File: config.mk
export PLATFORM = sky130hd
export DESIGN_NAME = wfg_core_wishbone_regbank
export DESIGN_NICKNAME = d
export VERILOG_FILES = /design/src/rtl/wfg_core_regbank_pkg.sv /design/src/rtl/wfg_core_regbank_bytewr.sv /design/src/rtl/wfg_core_wishbone_regbank.sv
export SDC_FILE = /design/constraint.sdc
export NUM_CORES = 1
export LEC_CHECK = 0
export BUFFER_PORTS_ARGS = -buffer_cell sky130_fd_sc_hd__buf_2
export CORE_ASPECT_RATIO = 1.5
export CORE_MARGIN = 4
export CORE_UTILIZATION = 49
export CTS_BUF_LIST = sky130_fd_sc_hd__clkbuf_2
export CTS_CLUSTER_SIZE = 14
export DETAILED_ROUTE_END_ITERATION = 8
export GPL_TIMING_DRIVEN = 0
export PLACE_DENSITY = 0.88
export SYNTH_ARGS = -nofsm -noshare
export SYNTH_HDL_FRONTEND = slang
export SYNTH_SLANG_ARGS = --single-unit
File: constraint.sdc
create_clock -name wb_clk_i -period 1.7 [get_ports wb_clk_i]
set_input_delay 0 -clock wb_clk_i [delete_from_list [all_inputs] [get_ports wb_clk_i]]
set_output_delay 0 -clock wb_clk_i [all_outputs]
set_load 0.005 [all_outputs]
File: src/rtl/wfg_core_regbank_pkg.sv
// Shared constants for the waveform-generator core Wishbone register bank:
// byte offsets, CTRL/STATUS bit positions and the bus-handshake state encoding.
package wfg_core_regbank_pkg;

    localparam int OFS_CTRL     = 'h0;
    localparam int OFS_STATUS   = 'h4;
    localparam int OFS_CFG_BASE = 'h8;

    localparam int CTRL_EN     = 0;
    localparam int CTRL_COMMIT = 1;
    localparam int CTRL_IRQEN  = 2;

    localparam int STAT_PEND = 0;
    localparam int STAT_ERR  = 1;

    typedef enum logic {
        ST_IDLE = 1'b0,
        ST_ACK  = 1'b1
    } wb_state_e;

endpackage

File: src/rtl/wfg_core_regbank_bytewr.sv
// Byte-lane merge of one bus word: lanes with sel set take the new data when
// we is high, all other lanes keep the current value.
module wfg_core_regbank_bytewr #(
    parameter int BUSW = 32
) (
    input  logic              we,
    input  logic [BUSW/8-1:0] sel,
    input  logic [BUSW-1:0]   cur,
    input  logic [BUSW-1:0]   wdat,
    output logic [BUSW-1:0]   nxt
);

    for (genvar b = 0; b < BUSW/8; b++) begin : g_lane
        assign nxt[8*b +: 8] = (we && sel[b]) ? wdat[8*b +: 8] : cur[8*b +: 8];
    end

endmodule

File: src/rtl/wfg_core_wishbone_regbank.sv
// Wishbone slave register bank: CTRL, STATUS and NCFG shadowed config words that
// are copied to the active outputs on the first core update pulse after a COMMIT.
module wfg_core_wishbone_regbank
    import wfg_core_regbank_pkg::*;
#(
    parameter int BUSW = 32,
    parameter int NCFG = 2
) (
    input  logic                       wb_clk_i,
    input  logic                       wb_rst_i,
    input  logic                       wbs_stb_i,
    input  logic                       wbs_cyc_i,
    input  logic                       wbs_we_i,
    input  logic [BUSW/8-1:0]          wbs_sel_i,
    input  logic [BUSW-1:0]            wbs_dat_i,
    input  logic [BUSW-1:0]            wbs_adr_i,
    output logic                       wbs_ack_o,
    output logic [BUSW-1:0]            wbs_dat_o,
    input  logic                       update_i,
    output logic                       ctrl_en_q_o,
    output logic [NCFG-1:0][BUSW-1:0]  cfg_q_o,
    output logic                       irq_o
);

    localparam int AW = BUSW - 2;
    localparam logic [AW-1:0] W_CTRL    = AW'(OFS_CTRL >> 2);
    localparam logic [AW-1:0] W_STATUS  = AW'(OFS_STATUS >> 2);
    localparam logic [AW-1:0] W_CFG     = AW'(OFS_CFG_BASE >> 2);
    localparam logic [AW-1:0] W_CFG_END = AW'((OFS_CFG_BASE >> 2) + NCFG);
    localparam logic [BUSW-1:0] CTRL_MASK = (BUSW'(1) << CTRL_EN) | (BUSW'(1) << CTRL_IRQEN);

    wb_state_e state_q, state_d;
    logic      accept;

    logic [AW-1:0] word, cfg_idx;
    logic          ctrl_hit, status_hit, cfg_hit, unmapped;
    logic          wr_acc, err_clr, commit_wr;
    logic          adr_unused;

    logic [BUSW-1:0]            ctrl_q, ctrl_d;
    logic                       pend_q, err_q;
    logic [NCFG-1:0][BUSW-1:0]  shadow_q, shadow_d;
    logic [BUSW-1:0]            rdata;

    // Byte offset within the word is not decoded.
    assign adr_unused = ^wbs_adr_i[1:0];
    assign word       = wbs_adr_i[BUSW-1:2];
    assign cfg_idx    = word - W_CFG;
    assign ctrl_hit   = (word == W_CTRL);
    assign status_hit = (word == W_STATUS);
    assign cfg_hit    = (word >= W_CFG) && (word < W_CFG_END);
    assign unmapped   = !(ctrl_hit || status_hit || cfg_hit);

    always_comb begin
        state_d = state_q;
        accept  = 1'b0;
        case (state_q)
            ST_IDLE: begin
                if (wbs_stb_i && wbs_cyc_i) begin
                    accept  = 1'b1;
                    state_d = ST_ACK;
                end
            end
            ST_ACK:  state_d = ST_IDLE;
            default: state_d = ST_IDLE;
        endcase
    end

    assign wbs_ack_o = (state_q == ST_ACK);

    assign wr_acc    = accept && wbs_we_i;
    assign err_clr   = wr_acc && status_hit && wbs_sel_i[0] && wbs_dat_i[STAT_ERR];
    assign commit_wr = wr_acc && ctrl_hit && wbs_sel_i[0] && wbs_dat_i[CTRL_COMMIT];

    wfg_core_regbank_bytewr #(.BUSW(BUSW)) u_ctrl_wr (
        .we   (wr_acc && ctrl_hit),
        .sel  (wbs_sel_i),
        .cur  (ctrl_q),
        .wdat (wbs_dat_i),
        .nxt  (ctrl_d)
    );

    for (genvar k = 0; k < NCFG; k++) begin : g_cfg
        wfg_core_regbank_bytewr #(.BUSW(BUSW)) u_cfg_wr (
            .we   (wr_acc && cfg_hit && (cfg_idx == AW'(k))),
            .sel  (wbs_sel_i),
            .cur  (shadow_q[k]),
            .wdat (wbs_dat_i),
            .nxt  (shadow_d[k])
        );
    end

    // Reads see the shadow copies, so software reads back what it wrote.
    always_comb begin
        rdata = '0;
        if (ctrl_hit) begin
            rdata = ctrl_q;
        end else if (status_hit) begin
            rdata[STAT_PEND] = pend_q;
            rdata[STAT_ERR]  = err_q;
        end else if (cfg_hit) begin
            for (int k = 0; k < NCFG; k++)
                if (cfg_idx == AW'(k)) rdata = shadow_q[k];
        end
    end

    always_ff @(posedge wb_clk_i) begin
        if (wb_rst_i) begin
            state_q   <= ST_IDLE;
            wbs_dat_o <= '0;
            ctrl_q    <= '0;
            pend_q    <= 1'b0;
            err_q     <= 1'b0;
            shadow_q  <= '0;
            cfg_q_o   <= '0;
        end else begin
            state_q   <= state_d;
            wbs_dat_o <= (accept && !wbs_we_i) ? rdata : '0;
            ctrl_q    <= ctrl_d & CTRL_MASK;
            shadow_q  <= shadow_d;
            if (accept && unmapped) err_q <= 1'b1;
            else if (err_clr)       err_q <= 1'b0;
            // A COMMIT landing on an update pulse waits for the next pulse.
            if (commit_wr) begin
                pend_q <= 1'b1;
            end else if (pend_q && update_i) begin
                pend_q  <= 1'b0;
                cfg_q_o <= shadow_q;
            end
        end
    end

    assign ctrl_en_q_o = ctrl_q[CTRL_EN];
    assign irq_o       = err_q && ctrl_q[CTRL_IRQEN];

endmodule

# After elaboration in Yosys (flattened, before gate mapping)
# Cells that the tools add are included.
[word_totals] elab_cells=71 register_bits=195 in_bits=74 output_inout_bits=99
[classes] n_bitwise=3 magnitude_cmp=2 n_addsub=1 reduce_logical=34 mux=13 eq_ne=2
[ops] op="$mux 32" n=4
[ops] op="$eq 30x1->1 const B" n=2
[ops] op="$logic_not 30->1" n=2
[ops] op="$ge 30x2->1 const B" n=1
[ops] op="$lt 30x3->1 const B" n=1
[ops] op="$mux 30" n=1
[ops] op="$sub 30x2->30 const B" n=1
[ops] op="$logic_and 1x1->1" n=24
[ops] op="$mux 1" n=6
[ops] op="$reduce_bool 2->1" n=2
[ops] op="$not 1->1" n=3
[ops] op="$logic_not 1->1" n=2
[ops] op="$logic_or 1x1->1" n=2
[ops] op="$mux 2" n=1
[ops] op="$pmux 1 s2" n=1
[ops] op="$reduce_and 2->1" n=1
[ops] op="$reduce_or 2->1" n=1

# Depth between registers and ports, before layout
[depth] depth_word=9 mapped_depth=10 ltp_nobuf=8

# By module
# From an unflattened synthesis, not the netlist that was laid out.
[unflattened] hier_cells=735 area_unflattened_um2=6941.7
[modules_own_cells] mod="wfg_core_wishbone_regbank" area_each_um2=5785.5 cells_per_inst=627 n_inst=1 seq_area_each_um2=3303.2
[modules_own_cells] mod="wfg_core_regbank_bytewr" area_each_um2=385.4 cells_per_inst=36 n_inst=3 seq_area_each_um2=0.0

# Worst setup path before layout
# OpenSTA, ideal clock, no wires.
[synth_timing] path_type="reg2reg" startpoint="register state_q, in the netlist wbs_ack_o" endpoint="register cfg_q_o[0] in the netlist's numbering" t_arrival_ns=1.677 stages_incl_launch_ff=10 slack_ns=-0.109 setup_time_ns=0.132 path_cell_list="dfxtp_1 > nand3b_1 > nor2_1 > clkbuf_1 > nand3_1 > o211a_1 > clkbuf_1 > clkbuf_1 > nand2_1 > a21oi_1"
[synth_between] elab_chain_cells=7
[synth_lines] element="start, declared" line_no="wfg_core_wishbone_regbank.sv:32" text="wb_state_e state_q, state_d;"
[synth_lines] element="start signal, assigned" line_no="wfg_core_wishbone_regbank.sv:117" text="state_q <= state_d;"
[synth_lines] element="$mux 1" line_no="wfg_core_wishbone_regbank.sv:57" text="case (state_q)"
[synth_lines] element="$logic_and 1x1->1" line_no="wfg_core_wishbone_regbank.sv:71" text="assign wr_acc = accept && wbs_we_i;"
[synth_lines] element="$logic_and 1x1->1 (3 in a row)" line_no="wfg_core_wishbone_regbank.sv:73" text="assign commit_wr = wr_acc && ctrl_hit && wbs_sel_i[0] && wbs_dat_i[CTRL_COMMIT];"
[synth_lines] element="$not 1->1 (no source line)"
[synth_lines] element="$reduce_and 2->1 (no source line)"
[synth_lines] element="end signal, assigned" line_no="wfg_core_wishbone_regbank.sv:128" text="cfg_q_o <= shadow_q;"
[synth_lines] element="end, declared" line_no="wfg_core_wishbone_regbank.sv:21" text="output logic [NCFG-1:0][BUSW-1:0] cfg_q_o,"
# No other way between the ends.
# A chain may end at the register's enable or synchronous reset.

# Worst setup path in the final report
[layout_timing] startpoint="register state_q, in the netlist wbs_ack_o" endpoint="register shadow_q[49] in the netlist's numbering"
[layout_between] elab_chain_cells=5
[layout_lines] element="$mux 1" line_no="wfg_core_wishbone_regbank.sv:57"
[layout_lines] element="$logic_and 1x1->1" line_no="wfg_core_wishbone_regbank.sv:71"
[layout_lines] element="$logic_and 1x1->1 (2 in a row)" line_no="wfg_core_wishbone_regbank.sv:85" text=".we (wr_acc && cfg_hit && (cfg_idx == AW'(k))),"
[layout_lines] element="$logic_and 1x1->1" line_no="wfg_core_regbank_bytewr.sv:14" text="assign nxt[8*b +: 8] = (we && sel[b]) ? wdat[8*b +: 8] : cur[8*b +: 8];"
[layout_lines] element="end signal, assigned" line_no="wfg_core_wishbone_regbank.sv:120" text="shadow_q <= shadow_d;"
[layout_lines] element="end, declared" line_no="wfg_core_wishbone_regbank.sv:42" text="logic [NCFG-1:0][BUSW-1:0] shadow_q, shadow_d;"
# No other way between the ends.

==> impl_results.md <==
- Number of detailed-route iterations in the first pass: 9
- Violated checks: design-rule violations, negative hold slack, negative setup slack
- Vias per std cell: 6.36
- Leading area contributor after synthesis: dfxtp_1
- Clock tree from TritonCTS: yes
- Starting utilization of the core area: 0.498
- Number of endpoints failing setup at the final stage: 156
- Distinct cell type count after synthesis: 40
- Cell with the most instances after synthesis: dfxtp_1
- Adder-cell area share of the yosys netlist: 0.00194
- Warnings, synthesis: 0
- Total number of placement rows: 51
- Top-level I/O count: 173
- Sw Share: 0.281
- Vias in the first global route: 7,168
- Routed len/inst: 21.6 microns
- Remaining max-slew budget at the tightest pin: 0.385
- Fin util: 0.721
- Pin count of the biggest net entering global routing: 17
- Die Y: 148 microns
- Number of synthesized register bits: 165
- Largest family of logic cells by synthesized area: simple AND/OR/NAND/NOR gates
- Number of antenna violations at the first check in global routing: 3
- Min-delay worst type: input pin to flip-flop
- IO Port Bufs: 169
- Largest fanout on the critical path: 8
- Final hold vios: 56
- Clock buffer count from CTS: 17
- Wire length of the first global-routing pass: 34.9 mm
- Library cell used as clock root buffer: clkbuf_2
- DRC Markers: 4
- Overflow left after global routing: 0
- Bufs and invs on worst path: 2
- Final-layout worst hold slack: -0.425 ns
- Design internal power: 4.65 mW
- Unrepaired setup endpoints after global routing: true
- Startpoint-to-endpoint class of the critical path: flip-flop to flip-flop
- Share of cells above drive strength 1: 0.420
- Post-synthesis instance total: 777
- Seq. cell area: 0.00330 sq mm
- Final slew viol count: 0
- Worst path arrival time: 2.74 ns
- Synth Area in Compound Gates: 0.170
- CP Capture Type: flip-flop
- Clock sink total: 165
- Data required time at the worst endpoint: 2.38 ns
- Number of enable-type register cells in the synthesized netlist: 0
- Fill cell count: 834
- Post-Synthesis Net Count: 852
- Post-route clock period utilization: 1.21
- Dominant delay contributor by cell family on the critical path: simple AND/OR/NAND/NOR gates
- Antenna Nets Post-Route: 0
- Combinational cell fraction of total power: 0.069
- Mux contribution to synthesized area: 0.0481
- Insertion delay to the later sink of the worst-skew pair: 0.79 ns
- Average size of a mapped cell: 8.29 sq um
- Simple-gate share of the synthesized area: 0.219
- Tot GR Track Use: 0.292
- Power spent charging and discharging nets: 1.82 mW
- Fraction of post-synthesis cell area in the top cell type by area: 0.513
- CTS H-Tree Depth: 4
- Most instantiated cells after synthesis: dfxtp_1, nand2_1, a21oi_1, nand3_1, o21ai_0
- Total Routed Length: 25.7 mm
- Primary flip-flop cell chosen by synthesis mapping: dfxtp_1
- HPWL after DPL: 14.9 mm
- Worst-margin pin slew: 0.923 ns
- Clock network fraction of total power: 0.330
- Number of buffers on the longest clock path: 2
- Share of synthesized registers carrying an async set or reset: 0
- Flop pwr share: 0.601
- Worst reg2reg startpoint: wbs_ack_o$_SDFF_PP0_
- Hold wc startpoint: wbs_dat_i[1]
- Seq/Total Area, Yosys: 0.513
- DIE WIDTH: 102 microns
- Area growth from synthesis to final layout: 44.8%
- Net count of the finished layout: 1,094
- Time the worst path needs with I/O delays and setup: 2.06 ns
- Power density relative to cell area: 693 mW/mm^2
- Full die area: 0.0151 sq mm
- Clock skew: 0.0354 ns
- Maximum vdd ir drop: 0.431 mV
- Crit path largest cell delay: 0.40 ns
- Slack of the worst reg-to-reg path: -0.36 ns
- Aggregate negative setup slack: -24.71 ns
- Routability cong.: 0.934
- Floorplan core area: 0.0130 sq mm
- Cell leakage power: 3.47 nW
- Library cell contributing the largest single delay on the critical path: o21ai_0
- Result of the run: complete, but fails checks
- Area taken by multi-input logic gates: 0.00369 sq mm
- Iter 0 DRT Violations: 950
- Hold-critical path depth: 3
- Highest clock frequency the design can meet: 485 MHz
- Capturing point of the worst reg2reg path: shadow_q[49]$_SDFFE_PP0P_
- Clk pin slew, worst setup/hold paths: 0.27 ns
- Largest cells by area after synthesis: dfxtp_1, a21oi_1, nand2_1
- Post-synthesis share of cell area spent on xor and xnor gates: 0.00408
- Endpoint, Worst Hold: shadow_q[1]$_SDFFE_PP0P_
- CP startpoint kind: flip-flop
- Chain of cells forming the critical path: nand3b_1 > nor2_2 > buf_4 > buf_8 > and3_4 > nand3_4 > o21ai_0 > a21oi_2
- Via total after detailed routing: 7,591
- Max-capacitance violation count: 0
- Post-synthesis instance area: 0.00644 sq mm
- Least setup slack across all paths after layout: -0.361 ns
- Worst R2R Path Depth: 8
-- worst min-delay path: stages --
cell	delay, ns
buf_2	0.15
nand3_1	0.09
a21oi_1	0.09
-- layout by cell type, fill, tap and decap left out, types with 6 or more instances in the layout --
cell / netlist / routed
and3_1: 20 / 6
nand2_4: 0 / 19
buf_8: 0 / 11
dlygate4sd3_1: 0 / 44
nor2_1: 29 / 24
a21oi_2: 0 / 74
buf_4: 1 / 9
clkbuf_2: 0 / 18
nor4_1: 6 / 6
a21oi_1: 132 / 58
nand3_1: 77 / 44
and3_4: 0 / 12
clkbuf_1: 40 / 26
o21ai_2: 1 / 8
nand3_2: 0 / 25
dfxtp_1: 165 / 164
buf_2: 11 / 172
o21ai_1: 0 / 39
o21ai_0: 69 / 23
nand2_2: 0 / 22
mux2i_1: 31 / 31
nor2_2: 9 / 13
nand3_4: 0 / 8
nand2_1: 135 / 94
nand4_1: 6 / 6
-- registers in the layout, indices dropped and copies added, names as in the netlist --
signal	count
cfg_q_o	64
shadow_q	64
wbs_dat_o	32
ctrl_q	2
err_q	1
pend_q	1
wbs_ack_o	1
-- power groups by stage --
| stage | combinational (mW) | sequential [mW] | clock (mW) |
|---|---|---|---|
| 2_1_floorplan | 0.120 | 3.96 | 0 |
| 5_1_grt | 0.455 | 3.89 | 2.24 |
| 3_5_place_dp | 0.275 | 3.96 | 0 |
| 6_report | 0.443 | 3.89 | 2.14 |
| 3_3_place_gp | 0.269 | 3.96 | 0 |
| 4_1_cts | 0.382 | 3.89 | 2.06 |
-- timing repair --
item / CTS / global route
pin swaps: 66 / 61
gates cloned: 5 / 1
hold buffers: 44 / 1
setup endpoints to repair: 154 / 162
endpoints found under the hold margin: 165 / 103
setup buffers: 6 / 5
gates resized for setup: 127 / 185
-- cell families after synthesis --
family	after synthesis
AO/OA/AOI/OAI	211
AND/OR/NAND/NOR	301
XOR/XNOR	3
adder cells (fa/ha/maj)	1
flip-flops	165
buffers and inverters	65
multiplexers	31
-- worst max-delay path by stage --
| stage | start | to | cells after the start | slack, ns |
|---|---|---|---|---|
| after floorplan | wbs_ack_o$_SDFF_PP0_ | cfg_q_o[0]$_SDFFE_PP0P_ | 9 | 0.006 |
| after global placement | wbs_adr_i[21] | cfg_q_o[57]$_SDFFE_PP0P_ | 8 | -0.59 |
| after detailed placement | wbs_adr_i[21] | cfg_q_o[11]$_SDFFE_PP0P_ | 8 | -0.65 |
| after CTS | wbs_ack_o$_SDFF_PP0_ | cfg_q_o[47]$_SDFFE_PP0P_ | 9 | -0.12 |
| after global routing | wbs_ack_o$_SDFF_PP0_ | shadow_q[49]$_SDFFE_PP0P_ | 8 | -0.45 |
| final | wbs_ack_o$_SDFF_PP0_ | shadow_q[49]$_SDFFE_PP0P_ | 8 | -0.36 |
-- cell type report --
cell class	count	share of cell area
Multi-Input combinational cell	547	0.396
Clock buffer	18	0.00965
Tap cell	159	0.0213
Sequential cell	165	0.354
Timing Repair Buffer	231	0.162
Inverter	5	0.00201
Antenna cell	3	0.000804
Buffer	52	0.0398
Clock inverter	14	0.0150
-- metal layers --
layer,GRT usage,share of wire,up-vias
met3,0.0638,0.11,229
met1,0.322,0.33,3466
met5,0,0,-
li1,-,-,3202
met2,0.493,0.48,694
met4,0.198,0.080,0
-- per-stage QoR --
step	total power [mW]	hold WS, ns	instances	setup WS (ns)	area, sq um
floorplan	4.08	0.136	777	0.00589	6470
global placement	4.23	0.269	1105	-0.593	7510
detailed placement	4.23	0.274	1105	-0.654	7510
CTS	6.32	-0.503	1185	-0.118	8700
global route	6.59	-0.442	1194	-0.450	9340
finish	6.47	-0.425	1194	-0.361	9340
(Power assumes the default switching activity.)
